`src/rtl/mem_stage_sram_pkg.sv`:
```
// Shared widths, memory map constant and FSM encoding for the memory stage.
package mem_stage_sram_pkg;

    localparam int REGISTER_LEN    = 32;
    localparam int REG_ADDRESS_LEN = 4;

    // Byte address where the SRAM window starts in the CPU address map.
    localparam logic [REGISTER_LEN-1:0] MEM_BASE_ADDR = 32'd1024;

    typedef enum logic {
        MEM_IDLE   = 1'b0,
        MEM_ACCESS = 1'b1
    } mem_state_t;

endpackage

```
`src/rtl/mem_stage_sram_reg.sv`:
```
// Write-back pipeline register. While frozen it inserts a bubble so a held
// instruction is written back only once.
import mem_stage_sram_pkg::*;

module mem_stage_reg (
    input  logic                       clk,
    input  logic                       rst,
    input  logic                       freeze,
    input  logic                       wb_en_in,
    input  logic                       mem_r_en_in,
    input  logic                       mem_w_en_in,
    input  logic [REGISTER_LEN-1:0]    alu_res_in,
    input  logic [REGISTER_LEN-1:0]    mem_rdata,
    input  logic [REG_ADDRESS_LEN-1:0] dest_in,
    output logic                       wb_en_out,
    output logic                       mem_r_en_out,
    output logic [REGISTER_LEN-1:0]    alu_res_out,
    output logic [REGISTER_LEN-1:0]    mem_data_out,
    output logic [REG_ADDRESS_LEN-1:0] dest_out
);

    always_ff @(posedge clk or negedge rst) begin
        if (!rst) begin
            wb_en_out    <= 1'b0;
            mem_r_en_out <= 1'b0;
            alu_res_out  <= '0;
            mem_data_out <= '0;
            dest_out     <= '0;
        end else if (freeze) begin
            wb_en_out    <= 1'b0;
            mem_r_en_out <= 1'b0;
        end else begin
            wb_en_out    <= wb_en_in;
            mem_r_en_out <= mem_r_en_in;
            alu_res_out  <= alu_res_in;
            dest_out     <= dest_in;
            // A write wins over a simultaneous read, so only pure reads load data.
            if (mem_r_en_in && !mem_w_en_in)
                mem_data_out <= mem_rdata;
        end
    end

endmodule

```
`src/rtl/mem_stage_sram.sv`:
```
// Memory stage: drives a fixed-latency single-port SRAM, freezes upstream
// while an access is in flight and feeds the write-back register.
import mem_stage_sram_pkg::*;

module mem_stage_sram #(
    parameter int WAIT_STATES = 2,
    parameter int SRAM_ADDR_W = 16
) (
    input  logic                       clk,
    input  logic                       rst,
    input  logic                       wb_en_in,
    input  logic                       mem_r_en_in,
    input  logic                       mem_w_en_in,
    input  logic [REGISTER_LEN-1:0]    alu_res_in,
    input  logic [REGISTER_LEN-1:0]    val_Rm_in,
    input  logic [REG_ADDRESS_LEN-1:0] dest_in,
    output logic                       freeze,
    output logic                       wb_en_hazard,
    output logic [REG_ADDRESS_LEN-1:0] dest_hazard,
    output logic [SRAM_ADDR_W-1:0]     sram_addr,
    output logic [REGISTER_LEN-1:0]    sram_wdata,
    input  logic [REGISTER_LEN-1:0]    sram_rdata,
    output logic                       sram_we_n,
    output logic                       sram_oe_n,
    output logic                       wb_en_out,
    output logic                       mem_r_en_out,
    output logic [REGISTER_LEN-1:0]    alu_res_out,
    output logic [REGISTER_LEN-1:0]    mem_data_out,
    output logic [REG_ADDRESS_LEN-1:0] dest_out,
    output mem_state_t                 dbg_state,
    output logic [2:0]                 dbg_cnt
);

    localparam logic [2:0] WS = 3'(WAIT_STATES);

    // Stall protocol: the EX register presents an op and holds it unchanged
    // while freeze is high; the cycle freeze is low is the one where this
    // stage accepts the op, so the next op may appear in the very next cycle.
    mem_state_t state, state_next;
    logic [2:0] cnt, cnt_next;
    logic       req, active, last, freeze_c;

    assign req = mem_r_en_in | mem_w_en_in;

    always_ff @(posedge clk or negedge rst) begin
        if (!rst) begin
            state <= MEM_IDLE;
            cnt   <= 3'd0;
        end else begin
            state <= state_next;
            cnt   <= cnt_next;
        end
    end

    always_comb begin
        state_next = state;
        cnt_next   = cnt;
        freeze_c   = 1'b0;
        active     = 1'b0;
        last       = 1'b0;
        case (state)
            MEM_IDLE: begin
                if (req) begin
                    freeze_c   = 1'b1;
                    active     = 1'b1;
                    state_next = MEM_ACCESS;
                    cnt_next   = 3'd1;
                end
            end
            MEM_ACCESS: begin
                active = 1'b1;
                if (cnt == WS) begin
                    last       = 1'b1;
                    state_next = MEM_IDLE;
                    cnt_next   = 3'd0;
                end else begin
                    freeze_c = 1'b1;
                    cnt_next = cnt + 3'd1;
                end
            end
            default: begin
                state_next = MEM_IDLE;
                cnt_next   = 3'd0;
            end
        endcase
    end

    // Reset gates the combinational outputs so an abandoned access drops its strobes at once.
    assign freeze    = rst & freeze_c;
    assign sram_we_n = ~(rst & active & mem_w_en_in & ~last);
    assign sram_oe_n = ~(rst & active & mem_r_en_in & ~mem_w_en_in);

    assign sram_addr    = SRAM_ADDR_W'((alu_res_in - MEM_BASE_ADDR) >> 2);
    assign sram_wdata   = val_Rm_in;
    assign wb_en_hazard = wb_en_in;
    assign dest_hazard  = dest_in;
    assign dbg_state    = state;
    assign dbg_cnt      = cnt;

    mem_stage_reg u_reg (
        .clk          (clk),
        .rst          (rst),
        .freeze       (freeze),
        .wb_en_in     (wb_en_in),
        .mem_r_en_in  (mem_r_en_in),
        .mem_w_en_in  (mem_w_en_in),
        .alu_res_in   (alu_res_in),
        .mem_rdata    (sram_rdata),
        .dest_in      (dest_in),
        .wb_en_out    (wb_en_out),
        .mem_r_en_out (mem_r_en_out),
        .alu_res_out  (alu_res_out),
        .mem_data_out (mem_data_out),
        .dest_out     (dest_out)
    );

endmodule

```
`config.mk`:
```
export PLATFORM = sky130hd
export DESIGN_NAME = mem_stage_sram
export DESIGN_NICKNAME = d
export VERILOG_FILES = /design/src/rtl/mem_stage_sram_pkg.sv /design/src/rtl/mem_stage_sram_reg.sv /design/src/rtl/mem_stage_sram.sv
export SDC_FILE = /design/constraint.sdc
export NUM_CORES = 1
export LEC_CHECK = 0
export ABC_AREA = 1
export CAP_MARGIN = 15
export CORE_ASPECT_RATIO = 0.8
export CORE_MARGIN = 1
export CORE_UTILIZATION = 35
export CTS_CLUSTER_DIAMETER = 60
export DETAILED_ROUTE_END_ITERATION = 10
export PLACE_DENSITY = 0.79
export SYNTH_ARGS = -nofsm -noshare
export SYNTH_HDL_FRONTEND = slang
export SYNTH_SLANG_ARGS = --single-unit
export TNS_END_PERCENT = 100
```
`constraint.sdc`:
```
create_clock -name clk -period 1.9 [get_ports clk]
set_clock_uncertainty 0.2 [all_clocks]
set_input_delay 0.38 -clock clk [delete_from_list [all_inputs] [get_ports clk]]
set_output_delay 0.38 -clock clk [all_outputs]
set_load 0.03 [all_outputs]
```
==> results.ini, run 1 <==
[drt]
drc = 11
drt_wl_total_mm = 8.97
drtAntennaViolNets = 0
wl_met2_mm = 4.32
drt-initial-drc-count = 105
dr.pass1.iters = 7
wl_per_cell_um = 13.7
viasPerCell = 4.47
routed.top_layer = met4
vias = 2928
dr_wl_met3_um = 706
wl_met1_mm = 3.76

[power_and_ir_drop]
power.total_mw = 7.27
power_frac_seq = 0.328
swShare = 0.416
p_leak_nw = 2.80
p_switching_mw = 3.03
power_density_mw_per_mm2 = 1380
ir_worst_vdd_uv = 836
comb_power_share = 0.444
clock_power_share = 0.228
p_int_mw = 4.24

[hold_path]
holdCritStartpoint = alu_res_in[10]
hold_path_depth = 3
min_to = u_reg.alu_res_out[10]$_DFFE_PN0N_
hp-class = in -> reg

[cells_and_area]
nFillCells = 841
nets = 642
syn_to_final_growth_pct = 56.1
instances_no_fill = 655
multiInputGateArea_mm2 = 0.00110
layout_commonest_cell = nand2_1
finish.instance_area_mm2 = 0.00526
final_cell_mix = nand2_1 (179), dlygate4sd2_1 (76), dfrtp_1 (72), clkdlybuf4s50_1 (63), buf_4 (42)
post-route-util = 0.572
regArea_mm2 = 0.00185
drive_gt1_frac = 0.169
n_antenna_cell = 0

[synth]
syn_area_mm2 = 0.00337
netlist_instances = 390
synth_top_family_by_area = simple AND/OR/NAND/NOR gates
ys_seq_area_frac = 0.549
synth_fa_ha_area_frac = 0.00371
yosys.area_share.simple = 0.274
ys_types = 21
synth_seq_cells = 74
yosysWarningCount = 0
synth-xor-area-share = 0.0156
syn_nets = 496
synth_compound_area_frac = 0.00854
synthMuxAreaShare = 0
synth.avg_cell_area_um2 = 8.64

[cts]
ctsRootBufferMaster = clkbuf_16
cts_buffers = 9
clock-sinks = 74
htreeDepth = 3
clkTransAtPathRegs_ns = 0.05
clk_latency_ns = 0.33
cts_tree = yes
cts_buffer_depth = 2

[floorplanning]
die_h_um = 89.8
start_util = 0.367
die-area_mm2 = 0.0100
die_w_um = 112
num_rows = 31
pin_count = 235
core_area_mm2 = 0.00919

[setup_path]
ff2ff_setup_slack_ns = 0.23
worst-r2r-cell-count = 7
timing.rr.end = u_reg.alu_res_out[10]$_DFFE_PN0N_
worstPathMaxFanout = 3
r2r_start = dbg_cnt[0]$_DFFE_PN0P_
worst_ep_arrival_time_ns = 1.28
cp-end-kind = output port
worstSetupPathType = in -> out
required_ns = 1.32
start_kind = primary input

[timing]
slew_violations = 0
worst_slew_pin_slew_ns = 0.510
fin_crit_sh = 0.981
tns_ns = 0
setup_ws_ns = 0.0364
finalCriticalPeriod_ns = 1.86
grt_setup_unrepaired = yes
hold_viol_final = 0
hold_slack_ns = 0.135
setup_violations = 0
max_freq_mhz = 537
slew_headroom = 0.660

[run_status]
status = complete, but fails checks
violations = DRC

[placed_design]
pre_cts_slack_ns = -0.443
routabilityCongestion = 0.807
hpwl_mm = 6.48
dp.cells = 632
io_buffer_count = 170
place_area_mm2 = 0.00491

[grt]
grt_overflow = 0
grt_first_pass_wirelength_mm = 14.7
antenna_found_initial = 0
grt_pass1_vias = 3032
grt_max_degree = 41
grt_usage = 0.186

[run]
drv_cap = 0

[metal layers]
layer / track usage / vias up
met5: 0 / -
li1: - / 1444
met4: 0.0901 / 0
met1: 0.216 / 1351
met3: 0.0701 / 17
met2: 0.302 / 116
[worst max-delay path: stages]
cell and delay, ns:
buf_4 0.13, clkinvlp_4 0.10, clkdlybuf4s50_1 0.67
[cell families (layout without fill, tap and decap cells)]
kind of cell / count (synthesis) / count (layout)
AO/OA/AOI/OAI: 5 / 5
XOR/XNOR: 6 / 6
adder cells (fa/ha/maj): 1 / 1
buffers and inverters: 75 / 225
flip-flops: 74 / 74
AND/OR/NAND/NOR: 229 / 229
[power by group through the flow]
stage / clock, mW / sequential [mW] / combinational (mW)
floorplan: 0 / 3.47 / 1.02
global route: 1.78 / 2.46 / 3.46
detailed placement: 0 / 2.43 / 3.49
global placement: 0 / 2.40 / 3.43
CTS: 1.71 / 2.39 / 3.17
finish: 1.65 / 2.39 / 3.23
[area by class of cell]
| class | instances | share of cell area |
|---|---|---|
| Timing Repair Buffer | 197 | 0.345 |
| Tap cell | 115 | 0.0274 |
| Clock buffer | 10 | 0.0454 |
| Sequential cell | 74 | 0.353 |
| Inverter | 13 | 0.0105 |
| Multi-Input combinational cell | 241 | 0.208 |
| Clock inverter | 5 | 0.0105 |
[synth_stat cells, drive strengths merged]
library cell / number / area, um^2
dfrtp: 74 / 1850
nand4: 2 / 12.5
buf: 59 / 443
inv: 13 / 48.8
xnor2: 1 / 8.76
a21oi: 1 / 5.00
nand3: 36 / 185
o21ai: 2 / 10.0
nor2: 8 / 35.0
o31ai: 1 / 7.51
ha: 1 / 12.5
xor2: 5 / 43.8
nand2: 183 / 689
o22ai: 1 / 6.26
clkbuf: 3 / 11.3
[flip-flops by register name (all words and copies together) (netlist names)]
| register | count |
|---|---|
| u_reg.mem_data_out | 32 |
| u_reg.wb_en_out | 1 |
| u_reg.alu_res_out | 32 |
| dbg_cnt | 3 |
| u_reg.dest_out | 4 |
| dbg_state | 1 |
| u_reg.mem_r_en_out | 1 |
[worst max-delay path by stage]
stage               cells past startpoint       endpoint            from
floorplan                               3  sram_addr[10]  alu_res_in[10]
global placement                        7  sram_addr[12]  alu_res_in[10]
detailed placement                      7  sram_addr[12]  alu_res_in[10]
CTS                                     5      sram_oe_n     mem_w_en_in
global route                            7  sram_addr[12]  alu_res_in[10]
finish                                  3   sram_addr[8]  alu_res_in[10]
[timing repair]
action / CTS / global route
resized for setup: 101 / 19
hold buffers: 2 / 0
endpoints found under the hold margin: 34 / 0
buffers inserted: 3 / 3
pin swaps: 6 / 10
endpoints found under the setup margin: 84 / 6
Power figures use the tool's default switching activity.
==> run 2, diff against run 1 <==
--- a/config.mk
+++ b/config.mk
@@ -8,7 +8,6 @@
 export ABC_AREA = 1
 export CAP_MARGIN = 15
 export CORE_ASPECT_RATIO = 0.8
-export CORE_MARGIN = 1
 export CORE_UTILIZATION = 35
 export CTS_CLUSTER_DIAMETER = 60
 export DETAILED_ROUTE_END_ITERATION = 10
==> results of run 2 <==
Final layout, timing and power as in run 1 (identical DEF).
